`src/rtl/counter_mc_pkg.sv`:
```
// Shared types and default parameters for the multi-channel up/down counter.
//   op_e   : command opcode carried on the command bus
//   mode_e : overflow/underflow handling for one command
package counter_mc_pkg;

    typedef enum logic [1:0] {
        OP_NOP  = 2'b00,
        OP_INCR = 2'b01,
        OP_DECR = 2'b10,
        OP_ILL  = 2'b11
    } op_e;

    typedef enum logic {
        MODE_WRAP = 1'b0,
        MODE_SAT  = 1'b1
    } mode_e;

    localparam int unsigned DefWidth = 8;
    localparam int unsigned DefNumCh = 4;
    localparam int unsigned DefStepW = 4;

endpackage

```
`src/rtl/counter_mc_if.sv`:
```
// Command / readback bus of counter_mc.
//   master : drives valid, ch_sel, op, step, mode, clr, rd_ch;
//            observes rd_count, incr_decr_error, err_sticky, ovf, unf
//   slave  : the counter itself (directions reversed)
interface counter_mc_if
    import counter_mc_pkg::*;
#(
    parameter int unsigned WIDTH  = DefWidth,
    parameter int unsigned NUM_CH = DefNumCh,
    parameter int unsigned STEP_W = DefStepW
);
    localparam int unsigned CH_W = (NUM_CH > 1) ? $clog2(NUM_CH) : 1;

    logic              valid;
    logic [CH_W-1:0]   ch_sel;
    op_e               op;
    logic [STEP_W-1:0] step;
    mode_e             mode;
    logic              clr;
    logic [CH_W-1:0]   rd_ch;
    logic [WIDTH-1:0]  rd_count;
    logic              incr_decr_error;
    logic [NUM_CH-1:0] err_sticky;
    logic              ovf;
    logic              unf;

    modport master (
        output valid, ch_sel, op, step, mode, clr, rd_ch,
        input  rd_count, incr_decr_error, err_sticky, ovf, unf
    );

    modport slave (
        input  valid, ch_sel, op, step, mode, clr, rd_ch,
        output rd_count, incr_decr_error, err_sticky, ovf, unf
    );

endinterface

```
`src/rtl/counter_mc_alu.sv`:
```
// Combinational next-value logic for one channel count.
//   count      : current count
//   op, step   : command and its magnitude
//   mode       : wrap or saturate on over/underflow
//   next_count : updated count (unchanged for nop/illegal)
//   ovf / unf  : result left the 0 .. 2^WIDTH-1 range before wrap/saturate
module counter_mc_alu
    import counter_mc_pkg::*;
#(
    parameter int unsigned WIDTH  = DefWidth,
    parameter int unsigned STEP_W = DefStepW
) (
    input  logic [WIDTH-1:0]  count,
    input  op_e               op,
    input  logic [STEP_W-1:0] step,
    input  mode_e             mode,
    output logic [WIDTH-1:0]  next_count,
    output logic              ovf,
    output logic              unf
);

    // One extra bit: carry out of the add, borrow out of the subtract.
    logic [WIDTH:0] step_ext;
    logic [WIDTH:0] sum;
    logic [WIDTH:0] diff;

    assign step_ext = (WIDTH + 1)'(step);
    assign sum      = {1'b0, count} + step_ext;
    assign diff     = {1'b0, count} - step_ext;

    always_comb begin
        next_count = count;
        ovf        = 1'b0;
        unf        = 1'b0;
        unique case (op)
            OP_INCR: begin
                ovf        = sum[WIDTH];
                next_count = (sum[WIDTH] && mode == MODE_SAT) ? '1 : sum[WIDTH-1:0];
            end
            OP_DECR: begin
                unf        = diff[WIDTH];
                next_count = (diff[WIDTH] && mode == MODE_SAT) ? '0 : diff[WIDTH-1:0];
            end
            default: ;
        endcase
    end

endmodule

```
`src/rtl/counter_mc.sv`:
```
// Multi-channel up/down event counter.
//   clk : rising-edge clock
//   rst : asynchronous active-low reset
//   bus : command bus (valid/ch_sel/op/step/mode/clr), readback select rd_ch,
//         registered outputs rd_count, incr_decr_error, err_sticky, ovf, unf
module counter_mc
    import counter_mc_pkg::*;
#(
    parameter int unsigned WIDTH  = DefWidth,
    parameter int unsigned NUM_CH = DefNumCh,
    parameter int unsigned STEP_W = DefStepW
) (
    input  logic         clk,
    input  logic         rst,
    counter_mc_if.slave  bus
);

    localparam int unsigned CH_W = (NUM_CH > 1) ? $clog2(NUM_CH) : 1;

    logic [WIDTH-1:0]  count_q [NUM_CH];
    logic [WIDTH-1:0]  count_d [NUM_CH];
    logic [NUM_CH-1:0] sticky_q, sticky_d;
    logic [WIDTH-1:0]  rd_q, rd_d;
    logic              ovf_q, ovf_d;
    logic              unf_q, unf_d;
    logic              err_q, err_d;

    logic [NUM_CH-1:0] sel_oh;
    logic              ch_ok;
    logic [WIDTH-1:0]  sel_count;
    logic [WIDTH-1:0]  alu_next;
    logic              alu_ovf;
    logic              alu_unf;

    // Channel decode; an out-of-range ch_sel/rd_ch matches nothing, so
    // sel_oh is all zero and rd_d stays 0.
    always_comb begin
        sel_oh    = '0;
        sel_count = '0;
        rd_d      = '0;
        for (int unsigned i = 0; i < NUM_CH; i++) begin
            if (bus.ch_sel == CH_W'(i)) begin
                sel_oh[i] = 1'b1;
                sel_count = count_q[i];
            end
            if (bus.rd_ch == CH_W'(i)) begin
                rd_d = count_q[i];
            end
        end
    end

    assign ch_ok = |sel_oh;

    counter_mc_alu #(
        .WIDTH  (WIDTH),
        .STEP_W (STEP_W)
    ) u_alu (
        .count      (sel_count),
        .op         (bus.op),
        .step       (bus.step),
        .mode       (bus.mode),
        .next_count (alu_next),
        .ovf        (alu_ovf),
        .unf        (alu_unf)
    );

    // clr wins over any same-cycle command; an out-of-range clr is ignored
    // and the command (if any) is then handled normally.
    always_comb begin
        count_d  = count_q;
        sticky_d = sticky_q;
        ovf_d    = 1'b0;
        unf_d    = 1'b0;
        err_d    = 1'b0;
        if (bus.clr && ch_ok) begin
            for (int unsigned i = 0; i < NUM_CH; i++) begin
                if (sel_oh[i]) count_d[i] = '0;
            end
            sticky_d = sticky_q & ~sel_oh;
        end else if (bus.valid) begin
            if (bus.op == OP_ILL || !ch_ok) begin
                err_d    = 1'b1;
                sticky_d = sticky_q | sel_oh;
            end else begin
                for (int unsigned i = 0; i < NUM_CH; i++) begin
                    if (sel_oh[i]) count_d[i] = alu_next;
                end
                ovf_d = alu_ovf;
                unf_d = alu_unf;
            end
        end
    end

    always_ff @(posedge clk or negedge rst) begin
        if (!rst) begin
            for (int unsigned i = 0; i < NUM_CH; i++) begin
                count_q[i] <= '0;
            end
            sticky_q <= '0;
            rd_q     <= '0;
            ovf_q    <= 1'b0;
            unf_q    <= 1'b0;
            err_q    <= 1'b0;
        end else begin
            count_q  <= count_d;
            sticky_q <= sticky_d;
            rd_q     <= rd_d;
            ovf_q    <= ovf_d;
            unf_q    <= unf_d;
            err_q    <= err_d;
        end
    end

    assign bus.rd_count        = rd_q;
    assign bus.err_sticky      = sticky_q;
    assign bus.ovf             = ovf_q;
    assign bus.unf             = unf_q;
    assign bus.incr_decr_error = err_q;

endmodule

```
`src/flat_wrapper.sv`:
```
// flat-port wrapper written by rule: the top's interface ports become plain ports
module counter_mc_flat import counter_mc_pkg::*;
#(
    parameter int unsigned WIDTH  = DefWidth,
    parameter int unsigned NUM_CH = DefNumCh,
    parameter int unsigned STEP_W = DefStepW
)
  (clk, rst, bus_valid, bus_ch_sel, bus_op, bus_step, bus_mode, bus_clr, bus_rd_ch, bus_rd_count, bus_incr_decr_error, bus_err_sticky, bus_ovf, bus_unf);
  counter_mc_if #(.WIDTH(WIDTH), .NUM_CH(NUM_CH), .STEP_W(STEP_W)) bus_i ();
  input  logic clk;
  input  logic rst;
  input wire logic [$bits(bus_i.valid)-1:0] bus_valid;
  input wire logic [$bits(bus_i.ch_sel)-1:0] bus_ch_sel;
  input wire logic [$bits(bus_i.op)-1:0] bus_op;
  input wire logic [$bits(bus_i.step)-1:0] bus_step;
  input wire logic [$bits(bus_i.mode)-1:0] bus_mode;
  input wire logic [$bits(bus_i.clr)-1:0] bus_clr;
  input wire logic [$bits(bus_i.rd_ch)-1:0] bus_rd_ch;
  output wire logic [$bits(bus_i.rd_count)-1:0] bus_rd_count;
  output wire logic [$bits(bus_i.incr_decr_error)-1:0] bus_incr_decr_error;
  output wire logic [$bits(bus_i.err_sticky)-1:0] bus_err_sticky;
  output wire logic [$bits(bus_i.ovf)-1:0] bus_ovf;
  output wire logic [$bits(bus_i.unf)-1:0] bus_unf;
  assign bus_i.valid = bus_valid;
  assign bus_i.ch_sel = bus_ch_sel;
  assign bus_i.op = bus_op;
  assign bus_i.step = bus_step;
  assign bus_i.mode = bus_mode;
  assign bus_i.clr = bus_clr;
  assign bus_i.rd_ch = bus_rd_ch;
  assign bus_rd_count = bus_i.rd_count;
  assign bus_incr_decr_error = bus_i.incr_decr_error;
  assign bus_err_sticky = bus_i.err_sticky;
  assign bus_ovf = bus_i.ovf;
  assign bus_unf = bus_i.unf;
  counter_mc #(.WIDTH(WIDTH), .NUM_CH(NUM_CH), .STEP_W(STEP_W)) u_core (.clk(clk), .rst(rst), .bus(bus_i));
endmodule
```
`config.mk`:
```
export PLATFORM = sky130hd
export DESIGN_NAME = counter_mc_flat
export DESIGN_NICKNAME = d
export VERILOG_FILES = /design/src/rtl/counter_mc_pkg.sv /design/src/rtl/counter_mc_if.sv /design/src/rtl/counter_mc_alu.sv /design/src/rtl/counter_mc.sv /design/src/flat_wrapper.sv
export SDC_FILE = /design/constraint.sdc
export NUM_CORES = 1
export LEC_CHECK = 0
export ABC_AREA = 1
export ABC_CLOCK_PERIOD_IN_PS = 2100
export CAP_MARGIN = 20
export CORE_MARGIN = 1
export CORE_UTILIZATION = 52
export CTS_BUF_LIST = sky130_fd_sc_hd__clkbuf_16
export DETAILED_ROUTE_END_ITERATION = 7
export GPL_TIMING_DRIVEN = 0
export PLACE_DENSITY = 0.86
export SYNTH_ARGS = -nofsm -noshare
export SYNTH_HDL_FRONTEND = slang
export SYNTH_SLANG_ARGS = --single-unit
export TNS_END_PERCENT = 1
```
`constraint.sdc`:
```
create_clock -name clk -period 2.1 [get_ports clk]
set_input_delay 0.42 -clock clk [delete_from_list [all_inputs] [get_ports clk]]
set_output_delay 0.42 -clock clk [all_outputs]
set_load 0.05 [all_outputs]
```
; ---- Word-level counts from Yosys, hierarchy flattened
; Index checks and enable logic that the tools add are counted.
[word_totals]
inputBits = 15
wordCells = 79
out_inout_bits = 15
regBits = 47
[classes]
n_mux = 40
bitwise = 3
n_eq_ne = 10
n_reduce_logical = 15
addsub = 2
[ops]
columns = operator, n
row1 = $mux W8, 18
row2 = $mux W32, 3
row3 = $pmux W8 S2, 1
row4 = $mux W1, 15
row5 = $eq A2 B2 Y1 const B, 6
row6 = $mux W4, 3
row7 = $reduce_and A3 Y1, 4
row8 = $add A8 B4 Y9, 1
row9 = $sub A8 B4 Y9, 1
row10 = $eq A2 B1 Y1 const B, 3
row11 = $and A4 B4 Y4, 1
row12 = $logic_not A2 Y1, 2
row13 = $not A4 Y4, 1
row14 = $or A4 B4 Y4, 1
row15 = $reduce_bool A2 Y1, 2
row16 = $reduce_or A4 Y1, 1
row17 = $logic_and A1 B1 Y1, 3
row18 = $ne A2 B1 Y1 const B, 1
row19 = $reduce_and A2 Y1, 1
row20 = $logic_not A1 Y1, 1
row21 = $logic_or A1 B1 Y1, 1

; ---- Longest topological paths before layout
; Gate-level depths: netlist of the first run.
[depth]
depth_word = 13
ltp_mapped = 21
ltp_nobuf = 20

; ---- Modules after synthesis
; Synthesis of the first run repeated with hierarchy kept, for this count alone.
[unflattened]
cells_unflattened = 452
area_unflattened_um2 = 3203.1
[modules_own_cells]
columns = mod, seq_area_each_um2, area_per_inst_um2, cells_per_inst, n_inst
row1 = counter_mc, 1176.1, 2363.5, 297, 1
row2 = counter_mc_alu, 0.0, 839.6, 155, 1

; ---- Worst setup path before layout of the first run
; Ideal clock, no wire load.
[synth_path]
kind = input to register
start = input port bus_ch_sel[0]
end = register u_core.count_q[14] in the netlist's numbering
setup_slack_ps = -502
stages = 21
arrival_time_ps = 2485
n_path_buf = 1
required_time_ps = 1982
setup_ps = 118
cell_sequence = buf_6 -> nor2_2 -> inv_1 -> o22ai_1 -> inv_1 -> nand3_1 -> ha_1 -> inv_1 -> fa_1 -> inv_1 -> nand3_1 -> nand2_1 -> nand3_2 -> nor2_4 -> nand2_1 -> nand2_1 -> nand2_1 -> nand2_1 -> nand3_2 -> nand3_1 -> nand2_1
[synth_via]
elab_chain_cells = 13
elab_cells_between_ends = 30
classes_between = 2 x add/sub / 4 x eq/ne / 15 x mux / 9 x reduce/logical
[synth_rtl]
columns = item, line
row1 = from (decl), flat_wrapper.sv:13  ; input wire logic [$bits(bus_i.ch_sel)-1:0] bus_ch_sel;
row2 = $logic_not A2 Y1, counter_mc.sv:42  ; if (bus.ch_sel == CH_W'(i)) begin
row3 = $mux W8 (4 in series), counter_mc.sv:42
row4 = $sub A8 B4 Y9 or $add A8 B4 Y9 (tied branches), "counter_mc_alu.sv:29, counter_mc_alu.sv:28"
row5 = $logic_and A1 B1 Y1 (on tied branches), "counter_mc_alu.sv:42, counter_mc_alu.sv:38"
row6 = $mux W8 (on tied branches), "counter_mc_alu.sv:42, counter_mc_alu.sv:38"
row7 = $pmux W8 S2, counter_mc_alu.sv:35  ; unique case (op)
row8 = $mux W8, counter_mc.sv:86  ; if (sel_oh[i]) count_d[i] = alu_next;
row9 = $mux W32, counter_mc.sv:81  ; if (bus.op == OP_ILL || !ch_ok) begin
row10 = $mux W32, counter_mc.sv:80  ; end else if (bus.valid) begin
row11 = $mux W32, counter_mc.sv:75  ; if (bus.clr && ch_ok) begin
row12 = to (signal assigned), counter_mc.sv:105  ; count_q <= count_d;
row13 = to (decl), counter_mc.sv:20  ; logic [WIDTH-1:0] count_q [NUM_CH];
; Parallel ways exist; a longest one is shown, timed or not. The select of a mux whose other input is x is not followed.
; A chain may end at the register's enable or synchronous reset.

; ---- Worst setup path after layout of the first run
; Ends and elaborated chain as after synthesis.

==> results of run 1 <==
==> what timing repair did <==
item,4_1_cts,5_1_grt
gates resized for setup,65,1
pin swaps,23,3
hold endpoints to repair,0,0
hold buffers,0,0
setup buffers,23,1
setup endpoints to repair,34,34
==> layout make-up <==
type / count / area share
sequential: 47 / 0.284
timing repair buffer: 52 / 0.114
buffer: 6 / 0.0196
inverter: 53 / 0.0508
clock buffer: 5 / 0.0302
tap: 72 / 0.0218
clock inverter: 2 / 0.00332
multi-input combinational: 294 / 0.476
==> logic make-up after synthesis <==
family / after synthesis
AOI/OAI and AO/OA: 61
DFF: 47
adders and majority gates: 14
buffers and inverters: 59
xor gates and xnor gates: 3
and+or+nand+nor: 216
==> how the worst min path moves through the flow <==
stage                                  startpoint                               end  slack (ps)
detailed placement                            rst                         async pin         460
global placement    u_core.count_q[3]$_DFFE_PN0P_     u_core.count_q[3]$_DFFE_PN0P_         470
finish                                        rst                         async pin         140
floorplan                                     rst                         async pin         120
global route                                  rst                         async pin         180
CTS                                           rst  u_core.bus.rd_count[5]$_DFF_PN0_         160
==> cells in the final DEF (no fill, tap or decap), types with 5 or more instances in the layout <==
| master | instances |
|---|---|
| a21oi_1 | 9 |
| a221oi_1 | 6 |
| buf_4 | 25 |
| clkbuf_16 | 5 |
| clkdlybuf4s50_1 | 24 |
| dfrtp_1 | 47 |
| ha_1 | 9 |
| inv_1 | 38 |
| inv_2 | 9 |
| nand2_1 | 101 |
| nand2_2 | 10 |
| nand3_1 | 43 |
| nand3_2 | 15 |
| nand3_4 | 9 |
| nand4_1 | 6 |
| nor2_1 | 9 |
| nor2_2 | 6 |
| nor2_4 | 5 |
| o21ai_0 | 20 |
| o21ai_1 | 8 |
| o21ai_2 | 6 |
| o22ai_2 | 5 |
==> report_power, final <==
group	leakage (nW)	internal, mW	switching (mW)
Clock	0.0696	0.434	0.334
Sequential	0.626	1.04	0.103
Combinational	1.29	0.462	0.802
Total	1.98	1.93	1.24
==> worst max-delay path: stages <==
cell,delay [ps]
buf_12,120
buf_8,130
buf_4,150
o21ai_2,60
o221ai_2,120
o21ai_2,100
inv_2,80
fa_2,400
inv_2,80
nand3_2,100
nand2_2,120
nand3_4,100
nor2_4,130
nand2_1,110
nand2_1,80
nand2_1,50
nand2_1,110
nand3_4,100
nand3_1,110
nand2_1,60
==> metrics by stage <==
| step | instances | area, µm² | hold WS [ps] | util |
|---|---|---|---|---|
| final | 531 | 4140 | 140 | 0.730 |
| after global routing | 531 | 4140 | 176 | 0.730 |
| after CTS | 530 | 4130 | 157 | 0.728 |
| after detailed placement | 500 | 3570 | 460 | 0.630 |
| after global placement | 499 | 3550 | 466 | 0.626 |
| after floorplan | 400 | 3190 | 124 | - |
==> registers in the layout, summed over array words and instances, names as in the netlist, named ones only <==
signal and count:
u_core.count_q 32, u_core.bus.rd_count 8, u_core.bus.incr_decr_error 1, u_core.bus.ovf 1
u_core.bus.unf 1
==> layer usage <==
layer	vias to the layer above	routed length, µm	GRT usage
met2	273	4820	0.542
met5	-	0	0
met1	1537	3540	0.427
li1	1454	-	-
met3	67	1130	0.0720
met4	0	597	0.234
==> results.json, run 1 <==
{
  "num_vias": 3331,
  "yosysWarnings": 0,
  "seq_area_um2": 1180,
  "ant_nets": 0,
  "synth_area_leaders": "dfrtp_1 (37%), nand2_1 (13%), nand3_1 (8.0%)",
  "netlist_instances": 400,
  "synth_fp_nets": 429,
  "reg2reg_slack_ps": -450,
  "io_pins": 30,
  "hold_class": "primary input to async pin",
  "start_util": 0.554,
  "vias_per_cell": 6.27,
  "cp_max_fo": 7,
  "wirelength_um": 10100,
  "synth-xor-area-share": 0.00835,
  "startpoint_type": "primary input",
  "crit_path_end_kind": "flip-flop",
  "synth-edff-count": 0,
  "tightest_slew_ps": 744,
  "crit-reg2reg-launch": "u_core.count_q[16]$_DFFE_PN0P_",
  "final_nets": 488,
  "yosys.area_share.simple": 0.356,
  "numClockSinks": 47,
  "ys_seq_elements": 47,
  "cts-root-buf": "clkbuf_16",
  "core.rowCount": 27,
  "async_flop_share": 1.00,
  "p_per_area_nw_per_um2": 766,
  "fin_total_pwr_mw": 3.17,
  "finalSetupTns_ps": -12830,
  "synth_largest_area_cell": "dfrtp_1",
  "antenna_found_initial": 0,
  "die_area_um2": 6360,
  "synth_top_family_by_area": "simple AND/OR/NAND/NOR gates",
  "netlist_area_um2": 3150,
  "synthAdderAreaFrac": 0.0605,
  "chipHeight_um": 79.8,
  "drive_above_1_share": 0.281,
  "synth_top_area_frac": 0.374,
  "area_growth_pct": 31.7,
  "setup_viol": 33,
  "wl_per_cell_um": 19.0,
  "numCtsBuffers": 5,
  "post-synth-top-count-cell": "nand2_1",
  "cts_tree": "built",
  "rsz0062_at_grt": "true",
  "clk_pin_slew_ps": 60,
  "clkLatencyLatePin_ps": 290,
  "grt_pass1_wl_um": 16500,
  "cap_violations": 0,
  "skew_ps": 5.55,
  "status": "finished with violations",
  "fin_crit_ps": 2570,
  "core_um2": 5680,
  "routabilityCongestion": 0.961,
  "multi_input_area_um2": 1970,
  "syn_area_per_cell_um2": 7.86,
  "crit_path_end": "u_core.count_q[14]$_DFFE_PN0P_",
  "drc": 0,
  "synth_common_cells": "nand2_1 (110), nand3_1 (50), inv_1 (48)",
  "grt_pass1_vias": 3438,
  "numPortBuffers": 27,
  "slew_headroom": 0.502,
  "hold_viol": 0,
  "cts.path.max_buffers": 2,
  "slew_viol_final": 0,
  "synth_compound_area_frac": 0.115,
  "irDropWorstVdd_mv": 0.499,
  "r2r_end": "u_core.count_q[14]$_DFFE_PN0P_",
  "setup_slack_ps": -470,
  "cp.required_ps": 2280,
  "cellLeakagePower_nw": 1.98,
  "grt_usage": 0.346,
  "drt_first_iter_violations": 507,
  "synth_flop_cell": "dfrtp_1",
  "h-tree-depth": 2,
  "max_freq_ghz": 0.389,
  "num_antenna_cells": 0,
  "synth.distinct_cells": 36,
  "crit_type": "primary input to flip-flop",
  "synth_seq_area_share": 0.374,
  "violations": "negative setup slack",
  "fill_cells": 375,
  "r2r_cells": 19,
  "period_share": 1.22,
  "critPathArrivalTime_ps": 2750,
  "place_hpwl_um": 6550,
  "grt_max_degree": 26,
  "pre_cts_ws_ps": -1460,
  "crit_start": "bus_ch_sel[0]",
  "dieWidth_um": 79.8,
  "overflow": 0,
  "firstDrtPassIters": 5,
  "synth.area.mux_share": 0
}
(Power assumes the default switching activity.)
==> run 2, diff against run 1 <==
--- a/config.mk
+++ b/config.mk
@@ -6,14 +6,14 @@
 export NUM_CORES = 1
 export LEC_CHECK = 0
 export ABC_AREA = 1
-export ABC_CLOCK_PERIOD_IN_PS = 2100
+export ABC_CLOCK_PERIOD_IN_PS = 2900
 export CAP_MARGIN = 20
 export CORE_MARGIN = 1
-export CORE_UTILIZATION = 52
+export CORE_UTILIZATION = 58
 export CTS_BUF_LIST = sky130_fd_sc_hd__clkbuf_16
 export DETAILED_ROUTE_END_ITERATION = 7
 export GPL_TIMING_DRIVEN = 0
-export PLACE_DENSITY = 0.86
+export PLACE_DENSITY = 0.91
 export SYNTH_ARGS = -nofsm -noshare
 export SYNTH_HDL_FRONTEND = slang
 export SYNTH_SLANG_ARGS = --single-unit
==> constraint.sdc (replaced) <==
create_clock -name clk -period 2.9 [get_ports clk]
set_input_delay 0.29 -clock clk [delete_from_list [all_inputs] [get_ports clk]]
set_output_delay 0.29 -clock clk [all_outputs]
set_load 0.05 [all_outputs]
==> run 2 against run 1 <==
The run now ends clean. Non-clock buffer count shrank 14. Routed wire length shrank 12%. Critical path depth shrank 3. Combinational power down 39%. Hold slack better by 140 ps. Clock power fell by 29%. Largest cell class unchanged. Largest power group is now registers. Highest routed layer unchanged.
==> results.json, run 2 (same netlist as run 1, synthesis figures left out) <==
{
  "status": "completed",
  "dieWidth_um": 75.6,
  "place_area_um2": 3520,
  "cts-root-buf": "clkbuf_16",
  "instances_no_fill": 516,
  "drc": 0,
  "cp.required_ps": 3120,
  "clk_pin_slew_ps": 60,
  "max_freq_ghz": 0.371,
  "io_pins": 30,
  "cp_max_fo": 8,
  "seqPwrFrac": 0.384,
  "h-tree-depth": 2,
  "startpoint_type": "flip-flop",
  "holdWs_ps": 279,
  "cellLeakagePower_nw": 1.87,
  "crit_path_end_kind": "flip-flop",
  "clkPwrFrac": 0.255,
  "crit_start": "u_core.count_q[17]$_DFFE_PN0P_",
  "hold_viol": 0,
  "core.rowCount": 26,
  "ant_nets": 0,
  "fin_total_pwr_mw": 2.14,
  "grt_pass1_wl_um": 13900,
  "switching_share": 0.378,
  "chipHeight_um": 75.6,
  "antenna_found_initial": 0,
  "largest_reg_flops": 32,
  "power.switching_mw": 0.807,
  "r2r_cells": 17,
  "setup_viol": 0,
  "skew_ps": 2.38,
  "most-common-layout-cells": "nand2_1 (109), nand3_1 (50), inv_1 (48)",
  "cap_violations": 0,
  "dp_cells": 498,
  "slew_viol_final": 0,
  "grt_usage": 0.332,
  "fin_crit_ps": 2700,
  "grt_max_degree": 27,
  "crit-reg2reg-launch": "u_core.count_q[17]$_DFFE_PN0P_",
  "p_per_area_nw_per_um2": 567,
  "place_hpwl_um": 6290,
  "p_comb_frac": 0.361,
  "die_area_um2": 5720,
  "final_nets": 474,
  "drive_above_1_share": 0.164,
  "overflow": 0,
  "wirelength_um": 8880,
  "rsz0062_at_grt": "false",
  "fin_util": 0.728,
  "numPortBuffers": 27,
  "r2r_end": "u_core.count_q[27]$_DFFE_PN0P_",
  "reg2reg_slack_ps": 200,
  "fin_area_um2": 3770,
  "clkLatencyLatePin_ps": 280,
  "num_antenna_cells": 0,
  "vias_per_cell": 6.14,
  "tightest_slew_ps": 867,
  "wl_per_cell_um": 17.2,
  "area_growth_pct": 19.8,
  "pre_cts_ws_ps": -742,
  "top_register": "u_core.count_q",
  "routabilityCongestion": 0.961,
  "numCtsBuffers": 5,
  "num_vias": 3169,
  "grt_pass1_vias": 2917,
  "numClockSinks": 47,
  "worstHoldEndpoint": "u_core.bus.incr_decr_error$_DFF_PN0_",
  "cts_tree": "built",
  "hold_class": "primary input to flip-flop",
  "hold_depth": 2,
  "p_int_mw": 1.33,
  "cts.path.max_buffers": 2,
  "slew_headroom": 0.420,
  "crit_type": "flip-flop to flip-flop",
  "critPathArrivalTime_ps": 2920,
  "irDropWorstVdd_mv": 0.394,
  "start_util": 0.608,
  "firstDrtPassIters": 6,
  "hold_start": "bus_clr",
  "drt_first_iter_violations": 525,
  "finalSetupTns_ps": 0,
  "setup_slack_ps": 203,
  "core_um2": 5170,
  "period_share": 0.930,
  "final_common_cell": "nand2_1"
}
## run 2: cell types whose count changed in the layout (fill, tap and decap cells not counted), moves of 3 or more
cell / before / now
buf_4: 25 / 10
ha_4: 3 / 0
inv_1: 38 / 48
o22ai_2: 5 / 1
nand3_4: 9 / 3
inv_2: 9 / 2
nand2_2: 10 / 3
o22ai_1: 0 / 4
nand2_1: 101 / 109
nand3_1: 43 / 50
## run 2: critical path: stages, from the launching register on
cell	delay, ps
dfrtp_1	330
inv_1	60
o21ai_0	180
o221ai_1	160
o21ai_2	150
inv_2	100
fa_1	420
inv_1	90
nand3_1	110
nand2_1	100
nand3_2	120
nor2_4	160
nand3_4	130
nand2_1	90
a21oi_1	60
nand2_1	170
nand3_1	110
nand2_1	90
## run 2: per-layer routing
metal	up-vias	track usage	wire length [µm]
met1	1455	0.420	3250
met3	43	0.0714	986
met2	247	0.550	4300
li1	1424	-	-
met5	-	0	0
met4	0	0.148	337
## run 2: worst max-delay path by stage
stage | cells past startpoint | to | slack [ps]
floorplan | 21 | u_core.count_q[14]$_DFFE_PN0P_ | 430
global placement | 16 | u_core.count_q[11]$_DFFE_PN0P_ | -640
detailed placement | 18 | u_core.count_q[1]$_DFFE_PN0P_ | -740
CTS | 20 | u_core.count_q[11]$_DFFE_PN0P_ | 10
global route | 20 | u_core.count_q[1]$_DFFE_PN0P_ | 20
finish | 17 | u_core.count_q[27]$_DFFE_PN0P_ | 200
## run 2: layout make-up
type                    count  area, µm²
plain buffers               6       68.8
clock buffers               5        125
clock inverters             3       12.5
fillers                   355       1410
inverters                  53        204
multi-input cells         294       1740
flip-flops and latches     47       1180
well taps                  70       87.6
repair buffers             38        358
## run 2: timing repair
item	in CTS	in global routing
endpoints found under the hold margin	21	0
gates resized for setup	4	11
hold buffers	1	0
pin swaps	0	3
setup buffers	0	9
setup endpoints to repair	34	32
## run 2: power by group through the flow
stage	Combinational [mW]	Clock, mW	Sequential [mW]
2_1_floorplan	0.436	0	0.895
3_3_place_gp	0.694	0	0.823
3_5_place_dp	0.726	0	0.825
4_1_cts	0.731	0.536	0.817
5_1_grt	0.838	0.571	0.831
6_report	0.771	0.543	0.821
